### config.mk
export PLATFORM = sky130hd
export DESIGN_NAME = instr_stream_gen_flat
export DESIGN_NICKNAME = d
export VERILOG_FILES = /design/src/rtl/rv32_tb_pkg.sv /design/src/rtl/instr_stream_gen_if.sv /design/src/rtl/instr_stream_store.sv /design/src/rtl/instr_stream_gen.sv /design/src/flat_wrapper.sv
export SDC_FILE = /design/constraint.sdc
export NUM_CORES = 1
export LEC_CHECK = 0
export ABC_AREA = 0
export BUFFER_PORTS_ARGS = -buffer_cell sky130_fd_sc_hd__buf_2
export CAP_MARGIN = 20
export CORE_MARGIN = 5
export CORE_UTILIZATION = 60
export CTS_BUF_LIST = sky130_fd_sc_hd__clkbuf_16
export CTS_CLUSTER_DIAMETER = 200
export DETAILED_ROUTE_END_ITERATION = 16
export PLACE_DENSITY_LB_ADDON = 0.3
export REMOVE_ABC_BUFFERS = 1
export SLEW_MARGIN = 0
export SYNTH_ARGS = -nofsm -noshare
export SYNTH_HDL_FRONTEND = slang
export SYNTH_SLANG_ARGS = --single-unit
### constraint.sdc
create_clock -name CLK -period 11.1 [get_ports CLK]
set_clock_uncertainty 0.05 [all_clocks]
set_input_delay 0.555 -clock CLK [delete_from_list [all_inputs] [get_ports CLK]]
set_output_delay 0.555 -clock CLK [all_outputs]
set_load 0.05 [all_outputs]
### src/rtl/rv32_tb_pkg.sv
// Shared types and constants for the instruction stream generator.
package rv32_tb_pkg;

    typedef enum logic [1:0] {
        ST_IDLE,
        ST_RUN,
        ST_DRAIN,
        ST_DONE
    } state_t;

    localparam logic [31:0] NOP_INSTR = 32'h0000_0013;
    localparam logic [6:0]  OP_R      = 7'b0110011;
    localparam logic [6:0]  OP_I      = 7'b0010011;

endpackage

### src/rtl/instr_stream_gen_if.sv
// Loader/control and fetch-side signals of instr_stream_gen.
// INSTR_STREAM_PERF_EN adds the performance counter outputs.
interface instr_stream_gen_if #(
    parameter int XLEN = 32,
    parameter int AW   = 4
);
    logic            LOAD_EN;
    logic [AW-1:0]   LOAD_ADDR;
    logic [XLEN-1:0] LOAD_DATA;
    logic [AW:0]     PROG_LEN;
    logic            START;
    logic            STALL;
    logic [XLEN-1:0] PC;
    logic [XLEN-1:0] INSTRUCTION;
    logic            VALID;
    logic            BUSY;
    logic            DONE;
`ifdef INSTR_STREAM_PERF_EN
    logic [31:0]     CYCLE_COUNT;
    logic [31:0]     ISSUE_COUNT;
    logic [31:0]     STALL_COUNT;

    modport master (
        output LOAD_EN, LOAD_ADDR, LOAD_DATA, PROG_LEN, START, STALL,
        input  PC, INSTRUCTION, VALID, BUSY, DONE,
        input  CYCLE_COUNT, ISSUE_COUNT, STALL_COUNT
    );
    modport slave (
        input  LOAD_EN, LOAD_ADDR, LOAD_DATA, PROG_LEN, START, STALL,
        output PC, INSTRUCTION, VALID, BUSY, DONE,
        output CYCLE_COUNT, ISSUE_COUNT, STALL_COUNT
    );
`else
    modport master (
        output LOAD_EN, LOAD_ADDR, LOAD_DATA, PROG_LEN, START, STALL,
        input  PC, INSTRUCTION, VALID, BUSY, DONE
    );
    modport slave (
        input  LOAD_EN, LOAD_ADDR, LOAD_DATA, PROG_LEN, START, STALL,
        output PC, INSTRUCTION, VALID, BUSY, DONE
    );
`endif
endinterface

### src/rtl/instr_stream_store.sv
// Program store: one synchronous write port, one asynchronous read port.
module instr_stream_store #(
    parameter int XLEN  = 32,
    parameter int DEPTH = 16,
    parameter int AW    = 4
) (
    input  logic            clk,
    input  logic            we,
    input  logic [AW-1:0]   waddr,
    input  logic [XLEN-1:0] wdata,
    input  logic [AW-1:0]   raddr,
    output logic [XLEN-1:0] rdata
);

    logic [XLEN-1:0] mem [DEPTH];

    always_ff @(posedge clk) begin
        if (we) begin
            mem[waddr] <= wdata;
        end
    end

    assign rdata = mem[raddr];

endmodule

### src/rtl/instr_stream_gen.sv
// Instruction sequencer feeding a CPU's PC/INSTRUCTION fetch ports, then draining with NOPs.
// Optional performance counters are built when INSTR_STREAM_PERF_EN is defined.
module instr_stream_gen #(
    parameter int              XLEN         = 32,
    parameter int              DEPTH        = 16,
    parameter int              AW           = $clog2(DEPTH),
    parameter logic [XLEN-1:0] BASE_PC      = '0,
    parameter logic [XLEN-1:0] NOP_INSTR    = XLEN'(rv32_tb_pkg::NOP_INSTR),
    parameter int              DRAIN_CYCLES = 5
) (
    input logic               CLK,
    input logic               RESET,
    instr_stream_gen_if.slave bus
);
    import rv32_tb_pkg::*;

    localparam int              DW         = $clog2(DRAIN_CYCLES + 1);
    localparam logic [AW:0]     DEPTH_W    = (AW + 1)'(DEPTH);
    localparam logic [AW:0]     ONE_IDX    = (AW + 1)'(1);
    localparam logic [DW-1:0]   DRAIN_LOAD = DW'(DRAIN_CYCLES - 1);
    localparam logic [XLEN-1:0] PC_STEP    = XLEN'(4);

    state_t          state_q, state_d;
    logic [XLEN-1:0] pc_q, pc_d;
    logic [XLEN-1:0] instr_q, instr_d;
    logic            valid_q, valid_d;
    logic            busy_q, busy_d;
    logic            done_q, done_d;
    logic [AW:0]     idx_q, idx_d;
    logic [AW:0]     len_q, len_d;
    logic [DW-1:0]   drain_q, drain_d;

    logic            idle_like;
    logic            wr_en;
    logic [AW:0]     start_len;
    logic [AW-1:0]   rd_addr;
    logic [XLEN-1:0] rd_data;

    assign idle_like = (state_q == ST_IDLE) || (state_q == ST_DONE);
    assign wr_en     = bus.LOAD_EN && idle_like && ({1'b0, bus.LOAD_ADDR} < DEPTH_W);
    assign start_len = (bus.PROG_LEN > DEPTH_W) ? DEPTH_W : bus.PROG_LEN;
    // Word 0 on a START edge is read combinationally, so a same-edge write is not yet visible.
    assign rd_addr   = idle_like ? '0 : idx_q[AW-1:0];

    instr_stream_store #(
        .XLEN  (XLEN),
        .DEPTH (DEPTH),
        .AW    (AW)
    ) u_store (
        .clk   (CLK),
        .we    (wr_en),
        .waddr (bus.LOAD_ADDR),
        .wdata (bus.LOAD_DATA),
        .raddr (rd_addr),
        .rdata (rd_data)
    );

    always_comb begin
        state_d = state_q;
        pc_d    = pc_q;
        instr_d = instr_q;
        valid_d = valid_q;
        busy_d  = busy_q;
        done_d  = done_q;
        idx_d   = idx_q;
        len_d   = len_q;
        drain_d = drain_q;
        unique case (state_q)
            ST_IDLE, ST_DONE: begin
                if (bus.START) begin
                    len_d  = start_len;
                    done_d = 1'b0;
                    busy_d = 1'b1;
                    pc_d   = BASE_PC;
                    if (start_len == '0) begin
                        state_d = ST_DRAIN;
                        instr_d = NOP_INSTR;
                        valid_d = 1'b0;
                        idx_d   = '0;
                        drain_d = DRAIN_LOAD;
                    end else begin
                        state_d = ST_RUN;
                        instr_d = rd_data;
                        valid_d = 1'b1;
                        idx_d   = ONE_IDX;
                    end
                end
            end
            ST_RUN: begin
                if (!bus.STALL) begin
                    pc_d = pc_q + PC_STEP;
                    if (idx_q < len_q) begin
                        instr_d = rd_data;
                        valid_d = 1'b1;
                        idx_d   = idx_q + ONE_IDX;
                    end else begin
                        state_d = ST_DRAIN;
                        instr_d = NOP_INSTR;
                        valid_d = 1'b0;
                        drain_d = DRAIN_LOAD;
                    end
                end
            end
            ST_DRAIN: begin
                if (!bus.STALL) begin
                    if (drain_q == '0) begin
                        state_d = ST_DONE;
                        done_d  = 1'b1;
                        busy_d  = 1'b0;
                        instr_d = NOP_INSTR;
                        valid_d = 1'b0;
                    end else begin
                        drain_d = drain_q - DW'(1);
                        pc_d    = pc_q + PC_STEP;
                    end
                end
            end
            default: state_d = ST_IDLE;
        endcase
    end

    always_ff @(posedge CLK) begin
        if (RESET) begin
            state_q <= ST_IDLE;
            pc_q    <= BASE_PC;
            instr_q <= NOP_INSTR;
            valid_q <= 1'b0;
            busy_q  <= 1'b0;
            done_q  <= 1'b0;
            idx_q   <= '0;
            len_q   <= '0;
            drain_q <= '0;
        end else begin
            state_q <= state_d;
            pc_q    <= pc_d;
            instr_q <= instr_d;
            valid_q <= valid_d;
            busy_q  <= busy_d;
            done_q  <= done_d;
            idx_q   <= idx_d;
            len_q   <= len_d;
            drain_q <= drain_d;
        end
    end

    assign bus.PC          = pc_q;
    assign bus.INSTRUCTION = instr_q;
    assign bus.VALID       = valid_q;
    assign bus.BUSY        = busy_q;
    assign bus.DONE        = done_q;

`ifdef INSTR_STREAM_PERF_EN
    logic [31:0] cycle_cnt, issue_cnt, stall_cnt;

    always_ff @(posedge CLK) begin
        if (RESET || (idle_like && bus.START)) begin
            cycle_cnt <= '0;
            issue_cnt <= '0;
            stall_cnt <= '0;
        end else begin
            if (busy_q) begin
                cycle_cnt <= cycle_cnt + 32'd1;
            end
            if (busy_q && bus.STALL) begin
                stall_cnt <= stall_cnt + 32'd1;
            end
            if (valid_q && !bus.STALL) begin
                issue_cnt <= issue_cnt + 32'd1;
            end
        end
    end

    assign bus.CYCLE_COUNT = cycle_cnt;
    assign bus.ISSUE_COUNT = issue_cnt;
    assign bus.STALL_COUNT = stall_cnt;
`endif

endmodule

### src/flat_wrapper.sv
// flat-port wrapper written by rule: the top's interface ports become plain ports
module instr_stream_gen_flat import rv32_tb_pkg::*;
#(
    parameter int              XLEN         = 32,
    parameter int              DEPTH        = 16,
    parameter int              AW           = $clog2(DEPTH),
    parameter logic [XLEN-1:0] BASE_PC      = '0,
    parameter logic [XLEN-1:0] NOP_INSTR    = XLEN'(rv32_tb_pkg::NOP_INSTR),
    parameter int              DRAIN_CYCLES = 5
)
  (CLK, RESET, bus_LOAD_EN, bus_LOAD_ADDR, bus_LOAD_DATA, bus_PROG_LEN, bus_START, bus_STALL, bus_PC, bus_INSTRUCTION, bus_VALID, bus_BUSY, bus_DONE);
  instr_stream_gen_if #(.XLEN(XLEN), .AW(AW)) bus_i ();
  input logic CLK;
  input logic RESET;
  input wire logic [$bits(bus_i.LOAD_EN)-1:0] bus_LOAD_EN;
  input wire logic [$bits(bus_i.LOAD_ADDR)-1:0] bus_LOAD_ADDR;
  input wire logic [$bits(bus_i.LOAD_DATA)-1:0] bus_LOAD_DATA;
  input wire logic [$bits(bus_i.PROG_LEN)-1:0] bus_PROG_LEN;
  input wire logic [$bits(bus_i.START)-1:0] bus_START;
  input wire logic [$bits(bus_i.STALL)-1:0] bus_STALL;
  output wire logic [$bits(bus_i.PC)-1:0] bus_PC;
  output wire logic [$bits(bus_i.INSTRUCTION)-1:0] bus_INSTRUCTION;
  output wire logic [$bits(bus_i.VALID)-1:0] bus_VALID;
  output wire logic [$bits(bus_i.BUSY)-1:0] bus_BUSY;
  output wire logic [$bits(bus_i.DONE)-1:0] bus_DONE;
  assign bus_i.LOAD_EN = bus_LOAD_EN;
  assign bus_i.LOAD_ADDR = bus_LOAD_ADDR;
  assign bus_i.LOAD_DATA = bus_LOAD_DATA;
  assign bus_i.PROG_LEN = bus_PROG_LEN;
  assign bus_i.START = bus_START;
  assign bus_i.STALL = bus_STALL;
  assign bus_PC = bus_i.PC;
  assign bus_INSTRUCTION = bus_i.INSTRUCTION;
  assign bus_VALID = bus_i.VALID;
  assign bus_BUSY = bus_i.BUSY;
  assign bus_DONE = bus_i.DONE;
  instr_stream_gen #(.XLEN(XLEN), .DEPTH(DEPTH), .AW(AW), .BASE_PC(BASE_PC), .NOP_INSTR(NOP_INSTR), .DRAIN_CYCLES(DRAIN_CYCLES)) u_core (.CLK(CLK), .RESET(RESET), .bus(bus_i));
endmodule
# Word level (Yosys, flattened, before mapping)
# Memory sizes are Yosys's and may differ from the RTL's.
# Cells that the tools add are included.
# totals
romBits,0
n_memories,1
ff_bits,82
latchBits,0
mem_bits_rw,512
# memory_table
name,words,word_bits,rd,rd_clocked_by_memory_dff,wr,line_no,text
u_core.u_store.mem,16,32,1,0,1,instr_stream_store.sv:15,logic [XLEN-1:0] mem [DEPTH];
# classes
bitwise,0
mux,48
n_shift,0
n_lt_le_gt_ge,2
add_sub_neg,3
mul,0
n_reduce_logical,15
div_mod_pow,0
n_eq_ne,11
# ops
operator,count
32-bit two-way mux,10
32-bit one-hot mux with 3 select lines,2
32-bit by 3-bit adder with 32-bit output (second input constant),1
5-bit two-way mux,4
3-bit two-way mux,6
4-bit AND reduction,4
1-bit two-way mux,13
2-bit two-way mux,6
2-bit != test (second input constant),5
5-bit one-hot mux with 2 select lines,1
3-bit one-hot mux with 3 select lines,1
2-bit by 1-bit != test with 1-bit output (second input constant),3
2-bit one-hot mux with 3 select lines,1
6-bit AND reduction,1
5-bit by 1-bit adder with 5-bit output (second input constant),1
5-bit > comparator (second input constant),1
5-bit zero test,1
5-bit less-than comparator,1
5-bit AND reduction,1
2-bit equality test (second input constant),2
4-bit two-way mux,1
1-bit one-hot mux with 2 select lines,2
2-bit nonzero test,2
3-bit zero test,1
other kinds (8),8

# Depth between registers and ports, before layout
# Gate-level depths: netlist (run 1).
# An unclocked memory read counts as a cell.
# depth
ltp_word,7
mapped_depth,10

# Hierarchy
# A second synthesis (run 1) with hierarchy kept.
# unflattened
hier_cells,1208
hier_area_um2,22858.2
# by_module_without_submodules
mod,seq_area_each_um2,cells_per_inst,instances,area_per_inst_um2
instr_stream_store,15374.7,806,1,19194.7
instr_stream_gen,1601.5,402,1,3663.5

# Worst setup path before layout (run 1)
# Ideal clock, no wire load.
# synth_path
kind,reg-to-reg
start,register u_core.state_q[0]
end,memory u_core.u_store.mem[3][0] (enable)
path_slack_ps,6739
required_ps,10589
setup_time_ps,461
synth_period_minus_slack_ps,4361
stages_incl_launch_ff,8
arrival_ps,3850
n_path_buf,3
cell_sequence,dfxtp_1 -> inv_1 -> ha_1 -> buf_2 -> buf_2 -> buf_1 -> nand4_1 -> nor3_1
# synth_via
elab_chain_len,5
# synth_rtl
item,line_no,text
"start, declared",instr_stream_gen.sv:23,"state_t state_q, state_d;"
"start signal, assigned",instr_stream_gen.sv:134,state_q <= state_d;
2-bit equality test or 2-bit zero test (tied branches),instr_stream_gen.sv:39,assign idle_like = (state_q == ST_IDLE) || (state_q == ST_DONE);
1-bit logical OR (*),instr_stream_gen.sv:39,
1-bit logical AND (*),instr_stream_gen.sv:40,"assign wr_en = bus.LOAD_EN && idle_like && ({1'b0, bus.LOAD_ADDR} < DEPTH_W);"
1-bit two-way mux (*),instr_stream_store.sv:18,if (we) begin
1-bit two-way mux (implied by the code) (*),instr_stream_store.sv:19,mem[waddr] <= wdata;
"end, declared",instr_stream_store.sv:15,
# Mark *: on every way between the ends. The rest lies on a longest branch, timed or not.

# Worst setup path after layout (run 1)
# layout_path
start,register u_core.state_q[0]
end,memory u_core.u_store.mem[12][27] (enable)
# Same word-level chain as after synthesis.

==> impl_metrics.env, run 1 <==
export IMPL_status="finished clean"
export IMPL_htreeDepth=2
export IMPL_use_met2=0.4208
export IMPL_hold_depth=3
export IMPL_clk_latency_ns=0.60
export IMPL_endpoint_kind="register"
export IMPL_die_w_um=208.1
export IMPL_yosysWarnings=0
export IMPL_synth_edf_count=512
export IMPL_grt_pass1_vias=14820
export IMPL_cp_slowest_cell="ha_4"
export IMPL_cts_resized=0
export IMPL_start_kind="register"
export IMPL_syn_avg_cell_area_um2=14.67
export IMPL_power_leakage_nw=8.617
export IMPL_num_nets_final=1752
export IMPL_drv_cap=0
export IMPL_ioPinCount=113
export IMPL_gp_congestion=0.7776
export IMPL_chipHeight_um=208.1
export IMPL_required_ns=11.31
export IMPL_vias_per_cell=6.624
export IMPL_io_buffer_count=110
export IMPL_p_per_area_mw_per_mm2=236.1
export IMPL_fin_crit_sh=0.3586
export IMPL_async_flop_share=0
export IMPL_hold_viol_final=0
export IMPL_clockRootBuffer="clkbuf_16"
export IMPL_antenna_found_initial=3
export IMPL_cp_cell_sequence="inv_1 -> ha_4 -> buf_4 -> nand2_1 -> or3_1 -> nor2_4 -> buf_4"
export IMPL_initial_utilization=0.6081
export IMPL_core_mm2=0.03874
export IMPL_synth_cell_types=63
export IMPL_routed_wl_mm=58.31
export IMPL_cp_max_fo=61
export IMPL_synthCells=1606
export IMPL_fmax_mhz=251.3
export IMPL_clockBufferDepth=3
export IMPL_worst_slack_ns=7.120
export IMPL_ctsHoldBuffers=0
export IMPL_fin_cells=2263
export IMPL_drive_gt1_frac=0.1519
export IMPL_rsz0062_at_grt="false"
export IMPL_min_period_ns=3.980
export IMPL_setup_tns_ns=0
export IMPL_die_area_mm2=0.04332
export IMPL_dpl_hpwl_mm=30.46
export IMPL_num_vias=14990
export IMPL_gr_total_overflow=0
export IMPL_critPathMaxStageDelay_ns=0.78
export IMPL_grt_busiest_layer="met2"
export IMPL_cts_tree="done"
export IMPL_grt_max_degree=149
export IMPL_drc=0
export IMPL_antenna_left=0
export IMPL_dp_cells=2153
export IMPL_first_pass_iters=5
export IMPL_synth_top_area_share=0.6527
export IMPL_hold_class="in -> reg"
export IMPL_r2r_worst_path_cells=7
export IMPL_maxSlewViolCount=0
export IMPL_area_growth_syn_to_layout_pct=12.92
export IMPL_setup_viol=0
export IMPL_critPathKind="reg -> reg"
export IMPL_dp_slack_ns=7.198
export IMPL_track_usage=0.2604
export IMPL_netlist_area_mm2=0.02356
export IMPL_synth_area_top_cells="edfxtp_1 65%, dfxtp_1 6.8%, mux2i_1 6.5%, a21oi_1 3.8%, a221oi_1 2.2%"
export IMPL_cp_arrival_ns=4.19
export IMPL_ys_ff_latch=592
export IMPL_rows=72
export IMPL_relSlewSlack=0.3005
export IMPL_path_common_cell="buf_4"
export IMPL_cts_sinks=592
export IMPL_met1_usage=0.3651
export IMPL_grtUsageMet3=0.05889
export IMPL_mostFrequentLayoutCells="512 x edfxtp_1, 179 x a21oi_1, 152 x mux2i_1"
export IMPL_synth_ff_type="edfxtp_1"
export IMPL_worst_pin_slew_ns=1.049
export IMPL_synth_top_area_cell="edfxtp_1"
export IMPL_wl_per_cell_um=25.77
export IMPL_drt_iter0_markers=2116
export IMPL_cts_buffers=57
export IMPL_clk_pin_slew_ns=0.06
export IMPL_peakVddDrop_v=0.0001991
export IMPL_grt_pass1_wl_mm=87.64
export IMPL_yosysSeqAreaShare=0.7207
export IMPL_post_cts_buffers=0
export IMPL_final_common_cell="edfxtp_1"
cell type report:
type                       count  area [um2]
clock inverter                48       369.1
tap                          518       648.1
fill                        2604       12140
timing repair buffer         143       850.8
multi-input combinational    885        6207
antenna                        1       2.502
sequential                   592       16980
clock buffer                  59        1476
inverter                      17       63.81
logic make-up after synthesis:
group,Yosys count,synth area share
xor gates and xnor gates,13,0.004834
muxes,160,0.06842
and+or+nand+nor,244,0.05083
adders and majority gates,10,0.005312
DFF,592,0.7207
buffers and inverters,130,0.02337
other,1,0.0001592
AOI/OAI and AO/OA,456,0.1264
sequential cells by signal, summed over array words and instances, names as in the netlist:
| signal | flops |
|---|---|
| u_core.bus.BUSY | 1 |
| u_core.bus.DONE | 1 |
| u_core.bus.INSTRUCTION | 32 |
| u_core.bus.PC | 30 |
| u_core.bus.VALID | 1 |
| u_core.drain_q | 3 |
| u_core.idx_q | 5 |
| u_core.len_q | 5 |
| u_core.state_q | 2 |
| u_core.u_store.mem | 512 |
cells in the mapped netlist, types with 2 or more instances:
cell      instances
o21ai_0          26
inv_1            16
and4_1            3
o22a_1            4
clkbuf_1         61
nor2b_1           2
buf_2            38
nor2_1           53
a32oi_1           2
or4b_1            3
mux2i_1         152
xnor2_1          10
a21boi_0          2
o221ai_1         29
dfxtp_1          80
edfxtp_1        512
o22ai_1          67
a21oi_1         180
o211ai_1          8
a221oi_1         58
a31oi_1           2
a22oi_1          29
nand4_1           7
buf_1            11
a211oi_1          4
ha_1             10
buf_4             2
xor2_1            3
a222oi_1          2
nand3_1          15
or3_1            17
nor3b_1           9
o21bai_1          2
nor4_1            5
nor3_1            7
nand2b_1          7
o31ai_1          34
and2_1            4
nand2_1          95
mux2_2            8
or4_1             5
metal layers:
layer / routed length [um] / up-vias / part of all wire
met5: 34 / - / 0.00058
met4: 1331 / 4 / 0.023
met3: 5907 / 105 / 0.10
met2: 28160 / 891 / 0.48
met1: 22890 / 7436 / 0.39
li1: - / 6554 / -
metrics by stage:
stage / cell area [um2] / util / hold slack, ns / power [mW]
2_1_floorplan: 23070 / - / 0.3803 / 4.016
5_1_grt: 26600 / 0.6866 / 0.2122 / 6.525
4_1_cts: 26560 / 0.6857 / 0.1850 / 6.273
3_5_place_dp: 24720 / 0.6380 / 0.3862 / 4.387
6_report: 26600 / 0.6867 / 0.2096 / 6.279
3_3_place_gp: 24690 / 0.6373 / 0.3838 / 4.334
where the power goes:
| part | leakage [nW] | switching (mW) | internal, mW |
|---|---|---|---|
| sequential | 5.27 | 0.0634 | 2.53 |
| combinational | 2.40 | 1.24 | 0.551 |
| clock | 0.950 | 0.802 | 1.10 |
| total | 8.62 | 2.10 | 4.18 |
worst max-delay path: cells and delay by family (launching register included):
kind          cells  cell delay, ns
buf+inv           3            1.19
flops             1            0.35
simple gates      3            1.20
fa+ha+maj         1            0.78
path summary, 6_finish.rpt:
kind	startpoint	endpoint	slack (ns)
worst max-delay path	u_core.state_q[0]	u_core.u_store.mem[12][27]	7.12
worst min-delay path	bus_START	u_core.len_q[4]	0.21
worst max register to register	u_core.state_q[0]	u_core.u_store.mem[12][27]	7.12
worst min register to register	u_core.bus.INSTRUCTION[16]	u_core.bus.INSTRUCTION[16]	0.39
(Power assumes the default switching activity.)
==> inputs of run 2 (changes only) <==
- CORE_UTILIZATION: 60 -> 55
- clock period: 11.1 -> 3.25 ns (I/O delays scaled with it)
==> run 2 against run 1 <==
Effect of this change: first-iteration DRC count is 21% lower; design area is 3.7% higher; routed wire length is 2.2% lower; critical path depth stayed put; largest cell class unchanged; via count hardly changed.
==> impl_metrics.env, run 2 (synthesized netlist as in run 1, its figures left out) <==
export IMPL_vias_per_cell=6.358
export IMPL_drv_cap=0
export IMPL_min_period_ns=2.811
export IMPL_swShare=0.3288
export IMPL_worst_slack_ns=0.4386
export IMPL_hold_class="in -> reg"
export IMPL_fin_util=0.6546
export IMPL_start_kind="register"
export IMPL_clk_pin_slew_ns=0.06
export IMPL_endpoint_kind="register"
export IMPL_fin_area_mm2=0.02758
export IMPL_placed_area_mm2=0.02508
export IMPL_ioPinCount=113
export IMPL_cp_max_fo=20
export IMPL_setup_viol=0
export IMPL_fin_crit_sh=0.8650
export IMPL_routed_wl_mm=57.01
export IMPL_p_per_area_mw_per_mm2=806.1
export IMPL_gr_total_overflow=0
export IMPL_hold_viol_final=0
export IMPL_drive_gt1_frac=0.1657
export IMPL_htreeDepth=2
export IMPL_cts_buffers=58
export IMPL_drt_iter0_markers=1672
export IMPL_grt_pass1_vias=14880
export IMPL_crit_cells=7
export IMPL_gp_congestion=0.7974
export IMPL_dpl_hpwl_mm=32.45
export IMPL_fmax_mhz=355.7
export IMPL_die_area_mm2=0.04707
export IMPL_setup_tns_ns=0
export IMPL_antenna_left=0
export IMPL_chipHeight_um=216.9
export IMPL_seqPwrFrac=0.400
export IMPL_required_ns=3.75
export IMPL_critPathMaxStageDelay_ns=0.68
export IMPL_cp_cell_sequence="inv_1 -> ha_1 -> and2_4 -> o22ai_2 -> nand4b_1 -> or4_1 -> a21oi_1"
export IMPL_cts_sinks=592
export IMPL_cp_slowest_cell="or4_1"
export IMPL_grt_busiest_layer="met2"
export IMPL_worst_pin_slew_ns=0.8715
export IMPL_num_nets_final=1823
export IMPL_area_growth_syn_to_layout_pct=17.08
export IMPL_peakVddDrop_v=0.0006017
export IMPL_dp_slack_ns=0.4657
export IMPL_clkPwrFrac=0.318
export IMPL_r2r_worst_path_cells=7
export IMPL_io_buffer_count=110
export IMPL_mostFrequentLayoutCells="512 x edfxtp_1, 179 x a21oi_1, 152 x mux2i_1"
export IMPL_grt_pass1_wl_mm=87.18
export IMPL_cp_buffers_inverters=1
export IMPL_clockRootBuffer="clkbuf_16"
export IMPL_antennaDiodeCount=0
export IMPL_rsz0062_at_grt="false"
export IMPL_rows=75
export IMPL_grt_max_degree=77
export IMPL_regMostFlops="u_core.u_store.mem"
export IMPL_intPower_mw=14.92
export IMPL_power_leakage_nw=9.063
export IMPL_largest_reg_flops=512
export IMPL_drc=0
export IMPL_clockBufferDepth=3
export IMPL_met1_usage=0.3178
export IMPL_hold_depth=6
export IMPL_critPathKind="reg -> reg"
export IMPL_antenna_found_initial=0
export IMPL_power_switching_mw=7.309
export IMPL_first_pass_iters=5
export IMPL_clk_latency_ns=0.63
export IMPL_relSlewSlack=0.4190
export IMPL_track_usage=0.2386
export IMPL_final_common_cell="edfxtp_1"
export IMPL_num_vias=14980
export IMPL_maxSlewViolCount=0
export IMPL_die_w_um=216.9
export IMPL_cp_arrival_ns=3.31
export IMPL_combPwrFrac=0.282
export IMPL_core_mm2=0.04213
export IMPL_wl_per_cell_um=24.20
export IMPL_use_met2=0.3984
export IMPL_grtUsageMet3=0.04461
export IMPL_cp_top_family="simple AND/OR/NAND/NOR gates"
export IMPL_cts_tree="done"
export IMPL_post_cts_buffers=0
export IMPL_fin_hold_ws_ns=0.1106
export IMPL_initial_utilization=0.5590
export IMPL_status="finished clean"
[run 2: changes by cell type in the layout (fill, tap and decap cells not counted), sizes merged]
cell	delta
buf	+25
bufinv	+6
clkbuf	-1
clkinvlp	-1
diode	-1
dlygate4sd3	+45
inv	-1
[run 2: layout make-up]
class                      instances  area (um2)
tap                              539       674.4
sequential                       592       16980
timing repair buffer             213        1612
fill                            2905       14560
multi-input combinational        885        6202
inverter                          17       63.81
clock inverter                    52       594.3
clock buffer                      58        1451
[run 2: timing repair]
item                                   in CTS  in global routing
endpoints found under the hold margin     527                  0
resized for setup                           0                  0
hold buffers                               45                  0
[run 2: power groups by stage]
stage | clock network [mW] | registers, mW | logic (mW)
2_1_floorplan | 0 | 9.74 | 3.16
3_3_place_gp | 0 | 9.05 | 6.02
3_5_place_dp | 0 | 9.06 | 6.13
4_1_cts | 7.18 | 8.90 | 6.21
5_1_grt | 7.53 | 8.94 | 6.68
6_report | 7.07 | 8.90 | 6.26
[run 2: per-layer routing]
metal  wire (um)  up-vias
li1            -     6709
met1       23050     7480
met4        1825        0
met2       27850      663
met5           0        -
met3        4288      128
[run 2: path summary, 6_finish.rpt]
path	slack (ns)	end	start
setup / recovery	0.44	u_core.bus.PC[25]	u_core.state_q[1]
hold / removal	0.11	u_core.bus.VALID	bus_PROG_LEN[2]
setup reg to reg	0.44	u_core.bus.PC[25]	u_core.state_q[1]
hold reg to reg	0.41	u_core.bus.INSTRUCTION[31]	u_core.bus.INSTRUCTION[31]
[run 2: through the flow]
stage,std cells,power [mW]
after floorplan,1494,12.90
after global placement,2201,15.06
after detailed placement,2201,15.18
after CTS,2356,22.29
after global routing,2356,23.15
final,2356,22.23
[run 2: worst register-to-register path, stage by stage (launching register included)]
cell and delay (ns):
dfxtp_1 0.38, inv_1 0.08, ha_1 0.31, and2_4 0.21
o22ai_2 0.29, nand4b_1 0.60, or4_1 0.68, a21oi_1 0.15
==> inputs of run 3 (changes only) <==
- CTS_BUF_LIST: sky130_fd_sc_hd__clkbuf_16 -> default
- CTS_CLUSTER_DIAMETER: 200 -> 60
==> run 3 against run 2 <==
Effect of this change: die area is the same; sequential power about the same; non-clock buffer count stayed put; cell count is essentially flat; critical path depth unchanged.
==> impl_metrics.env, run 3 (synthesized netlist as in run 1, its figures left out) <==
export IMPL_grt_pass1_vias=14810
export IMPL_io_buffer_count=110
export IMPL_cts_tree="done"
export IMPL_seqPwrFrac=0.404
export IMPL_dp_cells=2201
export IMPL_fin_cells=2355
export IMPL_gp_congestion=0.7974
export IMPL_regMostFlops="u_core.u_store.mem"
export IMPL_endpoint_kind="register"
export IMPL_num_vias=14940
export IMPL_fillerInstances=2900
export IMPL_power_leakage_nw=8.981
export IMPL_ioPinCount=113
export IMPL_cts_resized=0
export IMPL_grt_pass1_wl_mm=86.66
export IMPL_start_kind="register"
export IMPL_clk_pin_slew_ns=0.06
export IMPL_area_growth_syn_to_layout_pct=16.80
export IMPL_met1_usage=0.3211
export IMPL_fmax_mhz=353.9
export IMPL_rows=75
export IMPL_gr_total_overflow=0
export IMPL_cp_max_fo=20
export IMPL_cts_buffers=58
export IMPL_htreeDepth=2
export IMPL_combPwrFrac=0.284
export IMPL_critPathKind="reg -> reg"
export IMPL_drv_cap=0
export IMPL_grt_busiest_layer="met2"
export IMPL_initial_utilization=0.5590
export IMPL_intPower_mw=14.77
export IMPL_antenna_left=0
export IMPL_die_w_um=216.9
export IMPL_setup_viol=0
export IMPL_use_met2=0.3955
export IMPL_final_common_cell="edfxtp_1"
export IMPL_cp_arrival_ns=3.30
export IMPL_routed_wl_mm=56.79
export IMPL_setup_tns_ns=0
export IMPL_worst_pin_slew_ns=0.9260
export IMPL_clk_latency_ns=0.62
export IMPL_antenna_found_initial=1
export IMPL_status="finished clean"
export IMPL_grt_max_degree=77
export IMPL_hold_class="in -> reg"
export IMPL_drive_gt1_frac=0.1658
export IMPL_drt_iter0_markers=1735
export IMPL_mostFrequentLayoutCells="512 x edfxtp_1, 179 x a21oi_1, 152 x mux2i_1"
export IMPL_chipHeight_um=216.9
export IMPL_drc=0
export IMPL_core_mm2=0.04213
export IMPL_post_cts_buffers=0
export IMPL_required_ns=3.72
export IMPL_vias_per_cell=6.344
export IMPL_num_nets_final=1823
export IMPL_die_area_mm2=0.04707
export IMPL_min_period_ns=2.825
export IMPL_power_switching_mw=7.267
export IMPL_maxSlewViolCount=0
export IMPL_grtUsageMet3=0.04030
export IMPL_fin_hold_ws_ns=0.1291
export IMPL_clkPwrFrac=0.312
export IMPL_wl_per_cell_um=24.11
export IMPL_clockRootBuffer="clkbuf_16"
export IMPL_ctsHoldBuffers=45
export IMPL_p_per_area_mw_per_mm2=801.0
export IMPL_track_usage=0.2362
export IMPL_swShare=0.3297
export IMPL_dpl_hpwl_mm=32.45
export IMPL_fin_crit_sh=0.8693
export IMPL_cts_sinks=592
export IMPL_peakVddDrop_v=0.0005940
export IMPL_clockBufferDepth=3
export IMPL_largest_reg_flops=512
export IMPL_hold_viol_final=0
export IMPL_first_pass_iters=6
export IMPL_rsz0062_at_grt="false"
export IMPL_relSlewSlack=0.3826
[run 3: metal layers]
metal / up-vias / wire length, um
met1: 7447 / 23170
met4: 0 / 1546
met3: 110 / 4286
met5: - / 0
li1: 6704 / -
met2: 678 / 27790
[run 3: final timing paths]
kind | from | to | slack (ns) | cells past startpoint
setup reg to reg | u_core.state_q[1] | u_core.bus.PC[25] | 0.42 | 7
setup / recovery | u_core.state_q[1] | u_core.bus.PC[25] | 0.42 | 7
hold reg to reg | u_core.bus.INSTRUCTION[31] | u_core.bus.INSTRUCTION[31] | 0.41 | 2
hold / removal | bus_PROG_LEN[2] | u_core.bus.VALID | 0.13 | 6
[run 3: worst max-delay path, cell delays in order, from the launching register on]
cell and delay [ns]:
dfxtp_1 0.37, inv_1 0.08, ha_1 0.31, and2_4 0.21, o22ai_2 0.30, nand4b_1 0.59, or4_1 0.67, a21oi_1 0.15
[run 3: power by group through the flow]
stage | combinational, mW | sequential (mW) | clock (mW)
4_1_cts | 6.22 | 8.90 | 6.98
2_1_floorplan | 3.16 | 9.74 | 0
3_5_place_dp | 6.13 | 9.06 | 0
3_3_place_gp | 6.02 | 9.05 | 0
5_1_grt | 6.67 | 8.94 | 7.32
6_report | 6.26 | 8.90 | 6.87
[run 3: through the flow]
step | setup WS (ns) | power [mW] | instance area, um2 | util
6_report | 0.4247 | 22.04 | 27510 | 0.6530
5_1_grt | 0.1850 | 22.93 | 27510 | 0.6529
4_1_cts | 0.4611 | 22.10 | 27510 | 0.6529
3_5_place_dp | 0.4657 | 15.18 | 25080 | 0.5953
3_3_place_gp | 0.5663 | 15.06 | 25080 | 0.5953
2_1_floorplan | -9.194 | 12.90 | 23070 | -
[run 3: cell type report]
class / instances / area (um2) / area share
Clock inverter: 38 / 449.2 / 0.01633
Multi-Input combinational cell: 885 / 6202 / 0.2254
Antenna cell: 1 / 2.502 / 0.00009095
Sequential cell: 592 / 16980 / 0.6172
Clock buffer: 70 / 1528 / 0.05553
Inverter: 17 / 63.81 / 0.002319
Tap cell: 539 / 674.4 / 0.02451
Timing Repair Buffer: 213 / 1612 / 0.05857
